**src/rtl/mbus_arbiter_pkg.sv**
```systemverilog
// Shared mbus types: opcodes, responses, arbiter state and burst helpers.
package mbus_arbiter_pkg;

   typedef enum logic [1:0] {
      IDLE   = 2'd0,
      SINGLE = 2'd1,
      BURST4 = 2'd2,
      BURST8 = 2'd3
   } mbus_opcode_e;

   typedef enum logic [2:0] {
      NULL             = 3'd0,
      READ_VALID       = 3'd1,
      WRITE_VALID      = 3'd2,
      READ_ADDR_ERROR  = 3'd3,
      WRITE_ADDR_ERROR = 3'd4,
      ADDR_ERROR       = 3'd5
   } mbus_resp_e;

   typedef enum logic {
      ARB  = 1'b0,
      XFER = 1'b1
   } mbus_arb_state_e;

   localparam int unsigned MBUS_BEAT_BYTES = 4;

   function automatic logic [3:0] mbus_burst_len(mbus_opcode_e op);
      case (op)
         SINGLE:  return 4'd1;
         BURST4:  return 4'd4;
         BURST8:  return 4'd8;
         default: return 4'd0;
      endcase
   endfunction

   function automatic logic mbus_resp_is_err(mbus_resp_e resp);
      return resp inside {READ_ADDR_ERROR, WRITE_ADDR_ERROR, ADDR_ERROR};
   endfunction

endpackage

```
**src/rtl/mbus_rr_picker.sv**
```systemverilog
// Combinational round-robin picker: first eligible index above rr_ptr, wrapping at N.
module mbus_rr_picker #(
   parameter  int unsigned N    = 4,
   localparam int unsigned IdxW = $clog2(N)
) (
   input  logic [N-1:0]    eligible,
   input  logic [IdxW-1:0] rr_ptr,
   output logic [N-1:0]    winner,
   output logic [IdxW-1:0] win_idx,
   output logic            win_valid
);

   always_comb begin
      int unsigned j;
      j         = 0;
      winner    = '0;
      win_idx   = '0;
      win_valid = 1'b0;
      // Offset 1..N so the last winner has the lowest priority.
      for (int unsigned k = 1; k <= N; k++) begin
         j = (32'(rr_ptr) + k) % N;
         if (!win_valid && eligible[j]) begin
            win_valid  = 1'b1;
            win_idx    = IdxW'(j);
            winner[j]  = 1'b1;
         end
      end
   end

endmodule

```
**src/rtl/mbus_arbiter.sv**
```systemverilog
// Round-robin arbiter and burst sequencer sharing one mbus slave between NUM_MASTERS masters.
// Owns slave address/opcode for a whole transfer and force-completes hung beats.
module mbus_arbiter
   import mbus_arbiter_pkg::*;
#(
   parameter int unsigned NUM_MASTERS = 4,
   parameter int unsigned TIMEOUT     = 64
) (
   input  logic                          MCLK,
   input  logic                          MRESETn,
   input  logic [NUM_MASTERS-1:0]        m_req,
   input  logic [NUM_MASTERS*32-1:0]     m_addr,
   input  logic [NUM_MASTERS*32-1:0]     m_wdata,
   input  logic [NUM_MASTERS-1:0]        m_read,
   input  mbus_opcode_e [NUM_MASTERS-1:0] m_opcode,
   output logic [NUM_MASTERS-1:0]        m_gnt,
   output logic [NUM_MASTERS-1:0]        m_rdy,
   output mbus_resp_e                    m_resp,
   output logic [31:0]                   m_rdata,
   output logic                          s_req,
   output logic [31:0]                   s_addr,
   output logic [31:0]                   s_wdata,
   output logic                          s_read,
   output mbus_opcode_e                  s_opcode,
   input  logic                          s_rdy,
   input  mbus_resp_e                    s_resp,
   input  logic [31:0]                   s_rdata,
   output logic [15:0]                   err_cnt
);

   localparam int unsigned IdxW = $clog2(NUM_MASTERS);
   localparam int unsigned TmoW = $clog2(TIMEOUT);

   mbus_arb_state_e        state;
   logic [IdxW-1:0]        rr;
   logic [3:0]             beats_left;
   logic [TmoW-1:0]        tmo;

   logic [NUM_MASTERS-1:0] eligible;
   logic [NUM_MASTERS-1:0] winner;
   logic [IdxW-1:0]        win_idx;
   logic                   win_valid;
   logic [31:0]            win_addr;
   mbus_opcode_e           win_op;
   logic                   win_read;
   logic [31:0]            cur_wdata;
   logic                   tmo_hit;
   logic                   beat_done;
   logic                   beat_err;

   always_comb begin
      for (int i = 0; i < NUM_MASTERS; i++) begin
         eligible[i] = m_req[i] && (m_opcode[i] != IDLE);
      end
   end

   mbus_rr_picker #(
      .N (NUM_MASTERS)
   ) u_picker (
      .eligible  (eligible),
      .rr_ptr    (rr),
      .winner    (winner),
      .win_idx   (win_idx),
      .win_valid (win_valid)
   );

   // rr doubles as the granted index while in XFER.
   always_comb begin
      win_addr  = '0;
      win_op    = IDLE;
      win_read  = 1'b0;
      cur_wdata = '0;
      for (int i = 0; i < NUM_MASTERS; i++) begin
         if (IdxW'(i) == win_idx) begin
            win_addr = m_addr[i*32 +: 32];
            win_op   = m_opcode[i];
            win_read = m_read[i];
         end
         if (IdxW'(i) == rr) begin
            cur_wdata = m_wdata[i*32 +: 32];
         end
      end
   end

   assign s_wdata   = (state == XFER) ? cur_wdata : '0;
   assign tmo_hit   = (tmo == TmoW'(TIMEOUT - 1));
   assign beat_done = (state == XFER) && (s_rdy || tmo_hit);
   // A real slave response always beats the timeout.
   assign beat_err  = s_rdy ? mbus_resp_is_err(s_resp) : 1'b1;

   always_ff @(posedge MCLK or negedge MRESETn) begin
      if (!MRESETn) begin
         state      <= ARB;
         rr         <= IdxW'(NUM_MASTERS - 1);
         beats_left <= '0;
         tmo        <= '0;
         m_gnt      <= '0;
         m_rdy      <= '0;
         m_resp     <= NULL;
         m_rdata    <= '0;
         s_req      <= 1'b0;
         s_addr     <= '0;
         s_read     <= 1'b0;
         s_opcode   <= IDLE;
         err_cnt    <= '0;
      end else begin
         m_rdy   <= '0;
         m_resp  <= NULL;
         m_rdata <= '0;
         unique case (state)
            ARB: begin
               if (win_valid) begin
                  state      <= XFER;
                  rr         <= win_idx;
                  m_gnt      <= winner;
                  s_req      <= 1'b1;
                  s_addr     <= win_addr;
                  s_read     <= win_read;
                  s_opcode   <= win_op;
                  beats_left <= mbus_burst_len(win_op);
                  tmo        <= '0;
               end
            end
            XFER: begin
               if (beat_done) begin
                  m_rdy      <= m_gnt;
                  m_resp     <= s_rdy ? s_resp : ADDR_ERROR;
                  m_rdata    <= s_rdy ? s_rdata : '0;
                  s_addr     <= s_addr + 32'(MBUS_BEAT_BYTES);
                  beats_left <= beats_left - 4'd1;
                  tmo        <= '0;
                  if (beat_err && (err_cnt != 16'hFFFF)) begin
                     err_cnt <= err_cnt + 16'd1;
                  end
                  if (beats_left == 4'd1) begin
                     state    <= ARB;
                     m_gnt    <= '0;
                     s_req    <= 1'b0;
                     s_read   <= 1'b0;
                     s_opcode <= IDLE;
                  end
               end else begin
                  tmo <= tmo + TmoW'(1);
               end
            end
            default: state <= ARB;
         endcase
      end
   end

endmodule

```
**config.mk**
```make
export PLATFORM = sky130hd
export DESIGN_NAME = mbus_arbiter
export DESIGN_NICKNAME = d
export VERILOG_FILES = /design/src/rtl/mbus_arbiter_pkg.sv /design/src/rtl/mbus_rr_picker.sv /design/src/rtl/mbus_arbiter.sv
export SDC_FILE = /design/constraint.sdc
export NUM_CORES = 1
export LEC_CHECK = 0
export BUFFER_PORTS_ARGS = -buffer_cell sky130_fd_sc_hd__buf_2
export CAP_MARGIN = 10
export CORE_AREA = 2 2 171 173
export DETAILED_ROUTE_END_ITERATION = 10
export DIE_AREA = 0 0 173 175
export GPL_TIMING_DRIVEN = 1
export PLACE_DENSITY = 0.51
export SETUP_SLACK_MARGIN = 0.02
export SLEW_MARGIN = 10
export SYNTH_ARGS = -nofsm -noshare
export SYNTH_HDL_FRONTEND = slang
export SYNTH_SLANG_ARGS = --single-unit
```
**constraint.sdc**
```tcl
create_clock -name MCLK -period 6.9 [get_ports MCLK]
set_input_delay 0.69 -clock MCLK [delete_from_list [all_inputs] [get_ports MCLK]]
set_output_delay 0.69 -clock MCLK [all_outputs]
set_load 0.02 [all_outputs]
```
==> metrics.md <==
| Metric | Value |
|---|---|
| Status | completed |
| Post_cts resized | 0 |
| Maxcap violations | 0 |
| Synth Instances | 869 |
| Slew Viols, Final | 0 |
| Total chip power | 3.98 mW |
| Die area | 30300 µm² |
| Hold Fails Final Rpt | 0 |
| Critical path's most frequent cell | inv_1 |
| Largest net degree at the start of global routing | 71 |
| Critical path class | reg -> reg |
| Drt wl/cell | 18.0 µm |
| EDFF count, synth | 0 |
| Synthesis-stage register bit count | 108 |
| Fmax | 0.206 GHz |
| CTS tree | yes |
| Syn. warnings | 0 |
| Clock Skew | 0.0140 ns |
| Vias in the first global route | 8108 |
| Gr usage total | 0.195 |
| Worst EP arrival | 5.09 ns |
| Hold Path Class | in -> async |
| Top_reg_cell synth | dfrtp_1 |
| GRT overflow | 0 |
| Worst-margin pin slew | 1.03 ns |
| Clock power share | 0.135 |
| Dpl cells | 1637 |
| Flop pwr share | 0.242 |
| Required @ worst endpoint | 7.14 ns |
| Residual DRC count | 0 |
| FP Rows | 62 |
| Async SR Flop Fraction | 1.00 |
| Initial antenna violation count | 7 |
| Top Family by Delay on Critical Path | multiplexers |
| Switch share | 0.495 |
| Max H-tree Level | 3 |
| Num CTS Buffers | 9 |
| P&R area growth vs syn | 38.0% |
| Switch Pwr | 1.97 mW |
| Die Span Y | 175 µm |
| Most frequent cells in the layout | buf_2, nor2_1, dfrtp_1 |
| Gpl congestion | 0.815 |
| Synth cell types | 64 |
| Core Area | 28400 µm² |
| Die width | 173 µm |
| Detailed Routing Iterations Pass 1 | 6 |
| DP Area | 9900 µm² |
| Total Wirelength | 29900 µm |
| Critical-path cell list | inv_1 -> ha_1 -> inv_1 -> mux4_2 -> o22ai_1 -> mux2i_4 -> or2_1 -> buf_4 -> o21ai_0 -> or3_1 |
| Post-Syn Area | 7400 µm² |
| Root buffer cell | clkbuf_16 |
| Tmin final | 4.86 ns |
| Critical path endpoint category | flip-flop |
| First-pass GRT wire length | 46600 µm |
| Commonest non-fill, non-tap cell in the layout | buf_2 |
| Crit-path max cell delay | 0.87 ns |
| Worst Hold Slack | 0.305 ns |
| Sequential area share after synthesis | 0.365 |
| IO buf count | 436 |
| DRT antenna net count | 0 |
| Final nets | 1587 |
| CP Launch Type | flip-flop |
| Crit-path max FO | 22 |
| Initial DRC count | 349 |
| Internal power | 2.01 mW |
| Syn nets | 1192 |
| Via count | 8128 |
| Post-Syn Area per Cell | 8.52 µm² |
| Clk slew on worst S/H paths | 0.08 ns |
| Sink Count | 108 |
| Clk Latency, worst-skew pair | 0.35 ns |
| RSZ-0062 raised after global routing | false |
| Pwr Density | 390 nW/µm² |
| Boundary Pins | 437 |
| Worst path slowest cell | mux2i_4 |
| Initial Util | 0.261 |
| Postcts setup bufs | 0 |
| Critical path buffer and inverter count | 3 |
| VDD IR-drop max | 0.000226 V |
| Setup TNS | 0 ns |
| Layout cells sized above 1 | 0.388 |
| Final Cycle Share | 0.704 |
| Vias/cell | 4.91 |
| Final setup violation count | 0 |
| Number of hold buffers added after CTS | 0 |
| Combinational Power Share | 0.624 |
| Final Non-Filler Cells | 1657 |
| Relative slew slack | 0.313 |
| DP Wirelength | 23300 µm |
| Longest Clk Path Bufs | 2 |
| Leakage Power | 5.24 nW |
| Finished Cell Area | 10200 µm² |
==> power groups by stage <==
stage | registers, mW | clock network [mW] | logic, mW
5_1_grt | 0.993 | 0.586 | 2.73
3_5_place_dp | 0.976 | 0 | 2.52
6_report | 0.962 | 0.537 | 2.48
4_1_cts | 0.963 | 0.560 | 2.52
3_3_place_gp | 0.972 | 0 | 2.50
2_1_floorplan | 1.08 | 0 | 1.64
==> final timing paths <==
check	to	start	slack [ns]	cells after the start
worst min-delay path	m_rdata[29]$_DFF_PN0_	MRESETn	0.31	1
max in group asynchronous	state$_DFF_PN0_	MRESETn	5.20	2
worst min register to register	s_addr[1]$_DFFE_PN0P_	s_addr[1]$_DFFE_PN0P_	0.48	1
worst max register to register	s_addr[24]$_DFFE_PN0P_	rr[0]$_DFFE_PN1P_	2.04	10
worst max-delay path	s_addr[24]$_DFFE_PN0P_	rr[0]$_DFFE_PN1P_	2.04	10
min in group MCLK	s_addr[1]$_DFFE_PN0P_	s_addr[1]$_DFFE_PN0P_	0.48	1
==> synthesized netlist by cell type, drive strengths merged (20+ instances only) <==
cell    number  area (µm²)
a22oi       36         270
o21ai       29         145
buf         21         136
nor2       127         477
nand2       56         210
a21oi       82         410
nand3       27         135
clkbuf      42         158
mux2i       67         671
and3        47         294
dfrtp      106        2650
nor3        20         100
==> registers in the layout, indices dropped and copies added, names as in the netlist, 2 cells and up <==
name        flops
beats_left      4
m_gnt           4
err_cnt        16
m_resp          3
s_opcode        2
tmo             6
rr              2
m_rdata        32
m_rdy           4
s_addr         32
==> logic make-up after synthesis <==
| family | after synthesis | synth area share |
|---|---|---|
| simple gates | 327 | 0.208 |
| buf+inv | 73 | 0.0448 |
| mux | 77 | 0.111 |
| fa+ha+maj | 13 | 0.0220 |
| xor+xnor | 19 | 0.0225 |
| flops | 108 | 0.365 |
| compound gates | 252 | 0.226 |
==> through the flow <==
stage          setup WS (ns)   util
3_5_place_dp            2.00  0.349
2_1_floorplan           3.52      -
6_report                2.04  0.360
5_1_grt                 1.73  0.359
3_3_place_gp            2.06  0.349
4_1_cts                 2.00  0.359
==> area by class of cell <==
cell class,count,area [µm²]
clock inverter,6,65.1
sequential,108,2710
clock buffer,10,239
antenna,4,10.0
tap,384,480
fill,3081,18200
multi-input combinational,688,4410
inverter,10,37.5
timing repair buffer,447,2270
==> layer usage <==
metal,vias up,GRT usage,wire [µm]
li1,3997,-,-
met1,3779,0.236,12500
met2,325,0.353,15200
met3,25,0.0389,1680
met4,2,0.0484,518
met5,-,0,16
Power figures use the tool's default switching activity.
